$ cat config.mk
export PLATFORM = sky130hd
export DESIGN_NAME = mdu_div
export DESIGN_NICKNAME = d
export VERILOG_FILES = /design/src/rtl/mdu_pkg.sv /design/src/rtl/mdu_div_step.sv /design/src/rtl/mdu_div.sv
export SDC_FILE = /design/constraint.sdc
export NUM_CORES = 1
export LEC_CHECK = 0
export CORE_MARGIN = 1
export CORE_UTILIZATION = 35
export DETAILED_ROUTE_END_ITERATION = 10
export HOLD_SLACK_MARGIN = 0.06
export PLACE_DENSITY_LB_ADDON = 0.15
export SLEW_MARGIN = 30
export SYNTH_ARGS = -nofsm -noshare
export SYNTH_HDL_FRONTEND = slang
export SYNTH_SLANG_ARGS = --single-unit
export TNS_END_PERCENT = 10
$ cat constraint.sdc
create_clock -name clk -period 2.9 [get_ports clk]
set_input_delay 0.58 -clock clk [delete_from_list [all_inputs] [get_ports clk]]
set_output_delay 0.58 -clock clk [all_outputs]
set_load 0.05 [all_outputs]
$ cat src/rtl/mdu_pkg.sv
// Shared types and sizes for the multi-cycle divider.
package mdu_pkg;

    localparam int unsigned DIV_WIDTH = 32;
    localparam int unsigned DIV_CNT_W = $clog2(DIV_WIDTH);

    typedef enum logic [1:0] {
        IDLE,
        CALC,
        FIX,
        DONE
    } div_state_t;

endpackage

$ cat src/rtl/mdu_div_step.sv
// One combinational restoring-division iteration: shift in the next dividend bit, subtract if it fits.
module mdu_div_step
    import mdu_pkg::*;
#(
    parameter int unsigned WIDTH = DIV_WIDTH
) (
    input  logic [WIDTH-1:0] p,
    input  logic [WIDTH-1:0] q,
    input  logic [WIDTH-1:0] b,
    output logic [WIDTH-1:0] p_next_c,
    output logic [WIDTH-1:0] q_next_c
);

    // The partial remainder is WIDTH+1 bits only transiently; between steps its top bit is always zero.
    logic [WIDTH:0] p_sh;
    logic           fits;

    assign p_sh     = {p, q[WIDTH-1]};
    assign fits     = (p_sh >= {1'b0, b});
    assign p_next_c = fits ? WIDTH'(p_sh - {1'b0, b}) : WIDTH'(p_sh);
    assign q_next_c = {q[WIDTH-2:0], fits};

endmodule

$ cat src/rtl/mdu_div.sv
// Radix-2 restoring divider for DIV/DIVU: quotient on quot (LO), remainder on rem (HI).
// Optional exception-flush input abort is built when MDU_DIV_ABORT_EN is defined.
module mdu_div
    import mdu_pkg::*;
#(
    parameter int unsigned WIDTH = DIV_WIDTH
) (
    input  logic             clk,
    input  logic             reset,
`ifdef MDU_DIV_ABORT_EN
    input  logic             abort,
`endif
    input  logic             start,
    input  logic             sign,
    input  logic [WIDTH-1:0] a,
    input  logic [WIDTH-1:0] b,
    output logic             busy,
    output logic             done,
    output logic [WIDTH-1:0] quot,
    output logic [WIDTH-1:0] rem,
    output logic             div_by_zero
);

    localparam int unsigned CNT_W = (WIDTH > 1) ? $clog2(WIDTH) : 1;

    div_state_t       state, state_nxt;
    logic [WIDTH-1:0] p_r, p_nxt;
    logic [WIDTH-1:0] q_r, q_nxt;
    logic [WIDTH-1:0] b_r, b_nxt;
    logic [CNT_W-1:0] cnt, cnt_nxt;
    logic             qs, qs_nxt;
    logic             rs, rs_nxt;
    logic [WIDTH-1:0] quot_nxt, rem_nxt;
    logic             dbz_nxt, busy_nxt, done_nxt;
    logic [WIDTH-1:0] abs_a, abs_b;
    logic [WIDTH-1:0] p_step, q_step;

    mdu_div_step #(
        .WIDTH    (WIDTH)
    ) u_step (
        .p        (p_r),
        .q        (q_r),
        .b        (b_r),
        .p_next_c (p_step),
        .q_next_c (q_step)
    );

    // State, datapath and registered outputs
    always_ff @(posedge clk) begin
        if (reset) begin
            state       <= IDLE;
            p_r         <= '0;
            q_r         <= '0;
            b_r         <= '0;
            cnt         <= '0;
            qs          <= 1'b0;
            rs          <= 1'b0;
            busy        <= 1'b0;
            done        <= 1'b0;
            quot        <= '0;
            rem         <= '0;
            div_by_zero <= 1'b0;
        end else begin
            state       <= state_nxt;
            p_r         <= p_nxt;
            q_r         <= q_nxt;
            b_r         <= b_nxt;
            cnt         <= cnt_nxt;
            qs          <= qs_nxt;
            rs          <= rs_nxt;
            busy        <= busy_nxt;
            done        <= done_nxt;
            quot        <= quot_nxt;
            rem         <= rem_nxt;
            div_by_zero <= dbz_nxt;
        end
    end

    // Next-state and datapath updates
    always_comb begin
        state_nxt = state;
        p_nxt     = p_r;
        q_nxt     = q_r;
        b_nxt     = b_r;
        cnt_nxt   = cnt;
        qs_nxt    = qs;
        rs_nxt    = rs;
        quot_nxt  = quot;
        rem_nxt   = rem;
        dbz_nxt   = div_by_zero;
        abs_a     = (sign && a[WIDTH-1]) ? WIDTH'(0) - a : a;
        abs_b     = (sign && b[WIDTH-1]) ? WIDTH'(0) - b : b;

        case (state)
            IDLE, DONE: begin
                state_nxt = IDLE;
                if (start) begin
                    if (b == '0) begin
                        // Zero divisor skips the iterations; dividend passes through as remainder.
                        state_nxt = DONE;
                        quot_nxt  = '1;
                        rem_nxt   = a;
                        dbz_nxt   = 1'b1;
                    end else begin
                        state_nxt = CALC;
                        p_nxt     = '0;
                        q_nxt     = abs_a;
                        b_nxt     = abs_b;
                        cnt_nxt   = CNT_W'(WIDTH - 1);
                        qs_nxt    = sign & (a[WIDTH-1] ^ b[WIDTH-1]);
                        rs_nxt    = sign & a[WIDTH-1];
                    end
                end
            end
            CALC: begin
                p_nxt   = p_step;
                q_nxt   = q_step;
                cnt_nxt = cnt - CNT_W'(1);
                if (cnt == '0) begin
                    state_nxt = FIX;
                end
            end
            FIX: begin
                state_nxt = DONE;
                quot_nxt  = qs ? WIDTH'(0) - q_r : q_r;
                rem_nxt   = rs ? WIDTH'(0) - p_r : p_r;
                dbz_nxt   = 1'b0;
            end
            default: begin
                state_nxt = IDLE;
            end
        endcase

`ifdef MDU_DIV_ABORT_EN
        // Flush drops the in-flight division and leaves the last results visible.
        if (abort && (state == CALC || state == FIX)) begin
            state_nxt = IDLE;
            quot_nxt  = quot;
            rem_nxt   = rem;
            dbz_nxt   = div_by_zero;
        end
`endif

        busy_nxt = (state_nxt == CALC) || (state_nxt == FIX);
        done_nxt = (state_nxt == DONE);
    end

endmodule
**After elaboration in Yosys (flattened, before gate mapping)**

Cells that the tools add are included.

- Register bits after elaboration: 172
- Bits of input ports: 68
- Output and inout port bits: 67
- Logic and storage cells: 71

- $add $sub $neg: 6
- Order comparisons: 1
- Eq/ne operators: 9
- Muxes and demuxes: 27
- Bitwise logic cells: 4
- Reduce and logical (&&, ||, !) cells: 12

Operators by type and width:

| kind | number |
|---|---|
| $mux 32 | 13 |
| $pmux 32 s2 | 4 |
| $sub 1x32->32 const A | 4 |
| $ge 33x32->1 | 1 |
| $logic_not 32->1 | 1 |
| $sub 32x32->32 | 1 |
| $mux 5 | 2 |
| $pmux 5 s2 | 1 |
| $reduce_and 3->1 | 3 |
| $eq 2x2->1 const B | 4 |
| $mux 2 | 3 |
| $ne 2x2->1 const B | 3 |
| $pmux 2 s3 | 1 |
| $logic_not 5->1 | 1 |
| $sub 5x1->5 const B | 1 |
| $eq 2x1->1 const B | 2 |
| $reduce_bool 2->1 | 2 |
| $and 1x1->1 | 2 |
| $logic_and 1x1->1 | 2 |
| $logic_not 2->1 | 1 |
| $mux 1 | 2 |
| $pmux 1 s2 | 1 |
| $reduce_or 2->1 | 1 |
| $logic_or 1x1->1 | 1 |
| 2 further kinds | 2 |

**Depth between registers and ports, before layout**

- Depth in word-level cells: 6
- Mapped depth: 14
- Mapped depth without buffers: 13

**By module**

A second synthesis with hierarchy kept.

- Cell total of the unflattened synthesis: 1,566
- Area total of the unflattened synthesis: 12,120.4 µm²

Modules (own cells, without submodules):

| module | times used | cells each | area each (µm²) | sequential area each (µm²) |
|---|---|---|---|---|
| mdu_div | 1 | 1,211 | 9,549.2 | 3,443.3 |
| mdu_div_step | 1 | 355 | 2,571.2 | 0.0 |

**Worst setup path after synthesis**

No wires, ideal clock.

- Path kind: input to register
- From: input b[4]
- To: register busy
- Library setup time: 0.129 ns
- Arrival time: 3.018 ns
- Setup slack: -0.248 ns
- Stages: 10
- Path buffers: 1
- Cells stage by stage: or4_1 or4_4 nor4_4 nand2_2 nor2_1 a21oi_1 clkbuf_1 nand2_1 ha_1 nor2b_1

- Word-level cells in the longest chain between the ends: 6
- Elaborated cells between the ends (all ways): 7
- Classes of those cells: eq/ne (2); mux (3); reduce/logical (2)

RTL lines:

| what | line | text |
|---|---|---|
| from (decl) | mdu_div.sv:16 | `input logic [WIDTH-1:0] b,` |
| $logic_not 32->1 (*) | mdu_div.sv:98 | `if (b == '0) begin` |
| $mux 2 (*) | mdu_div.sv:98 |  |
| $mux 2 (*) | mdu_div.sv:97 | `if (start) begin` |
| $pmux 2 s3 (*) | mdu_div.sv:94 | `case (state)` |
| net state_nxt[1] | mdu_div.sv:26 | `div_state_t state, state_nxt;` |
| $eq 2x1->1 or $eq 2x2->1 (tied branches) | mdu_div.sv:144 | `busy_nxt = (state_nxt == CALC) \|\| (state_nxt == FIX);` |
| $logic_or 1x1->1 (*) | mdu_div.sv:144 |  |
| net busy_nxt | mdu_div.sv:34 | `logic dbz_nxt, busy_nxt, done_nxt;` |
| to (signal assigned) | mdu_div.sv:71 | `busy <= busy_nxt;` |
| to (decl) | mdu_div.sv:17 | `output logic busy,` |

The timed path passes the listed nets; every way through them passes the cells marked *.
A chain may end at the register's enable or synchronous reset.

**Final worst setup path**

- From: register p_r[6]
- To: register rem[22]

- Word-level cells in the longest chain between the ends: 3

RTL lines:

| what | line | text |
|---|---|---|
| from (decl) | mdu_div.sv:27 | `logic [WIDTH-1:0] p_r, p_nxt;` |
| from (signal assigned) | mdu_div.sv:65 | `p_r <= p_nxt;` |
| $sub 1x32->32 | mdu_div.sv:126 | `rem_nxt = rs ? WIDTH'(0) - p_r : p_r;` |
| $mux 32 | mdu_div.sv:126 |  |
| $pmux 32 s2 | mdu_div.sv:94 |  |
| to (signal assigned) | mdu_div.sv:74 | `rem <= rem_nxt;` |
| to (decl) | mdu_div.sv:20 | `output logic [WIDTH-1:0] rem,` |

No other way between the ends.

==> metrics.md <==
| Metric | Value |
|---|---|
| Clock Skews | `roughly 12 ps` |
| Final HPWL from detailed placement | `around 27 mm` |
| Worst-margin pin slew | `approximately 880 ps` |
| Final Max Slew Viols | `0` |
| Hold depth | `2` |
| Data arrival, critical path | `about 3300 ps` |
| Finished Layout Cells | `~2100` |
| Vias per cell | `5.27` |
| Most frequent cells in the layout | `nand2_1 (214), buf_4 (173), dfxtp_1 (172)` |
| Min-delay worst type | `flip-flop to flip-flop` |
| Nets@finish | `1833` |
| Final setup fails | `2` |
| Initial drt markers | `around 740` |
| Setup Crit Path Kind | `flip-flop to flip-flop` |
| H-tree depth reported by CTS | `4` |
| Average size of a mapped cell | `around 7.5 um^2` |
| Post-synthesis sequential area ratio | `a little under a third` |
| Post-DR wirelength/cell | `roughly 17 um` |
| Initial antenna violation count | `0` |
| Final Hold Fails | `0` |
| Layout cells sized above 1 | `17.3%` |
| Row Count | `between 60 and 70` |
| Max Fclk | `about 0.34 GHz` |
| Die W | `between 150 and 200 um` |
| Area delta synth->final | `36.6%` |
| RSZ-0062 raised after global routing | `yes` |
| FF-to-FF setup slack | `-30 ps` |
| Final worst path period share | `101%` |
| Post-synth ARST share | `0%` |
| Commonest non-fill, non-tap cell in the layout | `nand2_1` |
| Primary FF master, synth | `dfxtp_1` |
| Failing checks | `setup timing` |
| CTS Buffer Depth | `2` |
| Highest net fanout along the worst path | `6` |
| IO Port Bufs | `about 130` |
| Fin util | `about half` |
| CTS Sinks | `between 150 and 200` |
| Inserted Clock Buffers | `17` |
| All-layer global routing usage | `around a fifth` |
| Antenna Cells | `0` |
| Crit path launch type | `flip-flop` |
| Hold Path End | `rem[9]` |
| Post-placement cell count | `between 2000 and 2500` |
| Post-Syn Nets | `around 1600` |
| Outcome | `finished with violations` |
| Cts hold-fix bufs | `0` |
| Clk Latency, worst-skew pair | `approximately 450 ps` |
| Critical path endpoint category | `flip-flop` |
| Drt total wl | `between 30 and 40 mm` |
| Largest net degree at the start of global routing | `107` |
| Req. time, crit path | `around 3200 ps` |
| MaxCap Viol Count | `0` |
| Reg2reg path depth | `9` |
| Post-route DRC violation count | `0` |
| Post-Syn Instances | `roughly 1500` |
| Die area | `about 32000 um^2` |
| Synth warnings | `0` |
| Drt first pass iters | `5` |
| Pleak | `between 5 and 6 nW` |
| Final min period | `2930 ps` |
| Pwr Total | `about 0.0063 W` |
| Die height | `~180 um` |
| Unique masters post-synth | `between 60 and 70` |
| Core area | `30900 um^2` |
| R2R Path End | `rem[22]` |
| Peak VDD IR | `0.000404 V` |
| EDFF count, synth | `0` |
| First-pass GRT wire length | `approximately 55 mm` |
| CTS tree | `built` |
| Starting density of the core | `roughly 36%` |
| Worst-path clk slew | `about 80 ps` |
| Vias in the first global route | `roughly 11000` |
| PD cells | `415 nW/um^2` |
| Detail Route Antenna Nets | `0` |
| #FFs+latches synth | `around 170` |
| IO Count | `approximately 140` |
| Hold Slack | `between 400 and 500 ps` |
| Routability Congestion | `between 0.8 and 0.9` |
| Hold path startpoint | `rem[9]` |
| Reg2reg start | `p_r[6]` |
| Total negative setup slack | `-36.2 ps` |
| Worst relative slew slack | `41.2%` |
| Cell area after synthesis | `roughly 11000 um^2` |
| Total grt overflow | `0` |
| Via count | `11200` |
| Root Driver | `clkbuf_16` |
| Worst Setup Slack, final | `-34.7 ps` |
-- kinds of logic (layout without fill, tap and decap cells) --
kind of cell               count (synthesis)  in the layout  synth area share (%)
AOI/OAI and AO/OA                        446            446                  26.0
xor gates and xnor gates                 149            149                  11.8
adders and majority gates                 42             42                  4.80
buffers and inverters                    155            421                  5.55
DFF                                      172            172                  31.0
muxes                                      9              9                 0.812
and+or+nand+nor                          497            497                  20.1
-- worst max path at each step --
stage / cells past startpoint / slack (ps) / startpoint / endpoint
detailed placement: 8 / -770 / a[16] / q_r[31]
global placement: 8 / -720 / a[16] / q_r[31]
finish: 9 / -30 / p_r[6] / rem[22]
global route: 9 / -160 / p_r[6] / rem[22]
CTS: 9 / -50 / b[6] / b_r[29]
floorplan: 7 / -120 / a[16] / q_r[31]
-- synthesized netlist by cell type (2+ instances only) --
cell type	n	share of area, %
nand2_1	215	7.3
dfxtp_1	172	31
nor2_1	150	5.1
a21oi_1	133	6.0
xor2_1	111	8.8
o21ai_0	100	4.5
clkbuf_1	70	2.4
inv_1	61	2.1
a211oi_1	46	3.1
ha_1	41	4.6
xnor2_1	38	3.0
a311oi_1	36	2.8
o31ai_1	32	2.2
o211ai_1	28	1.9
nor3_1	22	0.99
buf_2	20	0.90
nand3_1	16	0.72
o41ai_1	16	1.3
or3_1	15	0.85
a21o_1	12	0.81
a32oi_1	11	0.87
nor4_1	11	0.62
nand4_1	10	0.56
nor2b_1	10	0.56
or4_1	10	0.68
mux2i_1	9	0.81
and2_1	8	0.45
a31oi_1	7	0.39
nand2b_1	6	0.34
or4_4	6	0.61
o21a_1	4	0.27
a221o_1	3	0.27
or2_2	3	0.17
a21boi_0	2	0.14
buf_4	2	0.14
o2111ai_1	2	0.16
o21ai_1	2	0.090
o21ba_2	2	0.18
-- layer usage --
metal / wire length [um] / global-route usage (%) / vias up
met5: 0 / 0 / -
met4: 720 / 6.50 / 0
met1: 16200 / 27.1 / 5240
li1: - / - / 5750
met2: 17400 / 36.7 / 211
met3: 1290 / 2.77 / 42
-- power by group --
part	switching, W	internal (W)
registers	0.0000839	0.00245
logic	0.000710	0.000573
clock network	0.00107	0.00140
-- sequential cells by signal, indices dropped and copies added (netlist names) --
register     count
div_by_zero      1
rs               1
rem             32
state            2
q_r             32
done             1
qs               1
b_r             32
p_r             32
quot            32
cnt              5
busy             1
-- area by class of cell --
cell class / count / area, um^2
inverters: 61 / 229
multi-input cells: 1143 / 7330
clock inverters: 13 / 181
well taps: 396 / 495
repair buffers: 328 / 3030
flip-flops and latches: 172 / 3440
fillers: 3062 / 15800
clock buffers: 19 / 443
-- through the flow --
step                setup WS [ps]  instance area (um^2)
detailed placement           -769                 14100
global route                 -159                 15200
global placement             -721                 14100
CTS                         -48.8                 14800
finish                      -34.7                 15200
floorplan                    -117                 11100
-- critical path, cell delays in order (launching register included) --
cell and delay (ps):
dfxtp_1 310, or4_4 530, or3_4 380, or4_4 510, or4_4 450, o31ai_4 190
xor2_1 170, a211oi_1 80, a21oi_1 140, nor2_1 50
-- repair_timing --
action	4_1_cts	5_1_grt
endpoints found under the hold margin	0	0
pin swaps	10	45
gates cloned	0	6
resized for setup	20	63
endpoints found under the setup margin	116	142
setup buffers	1	4
Power figures use the tool's default switching activity.
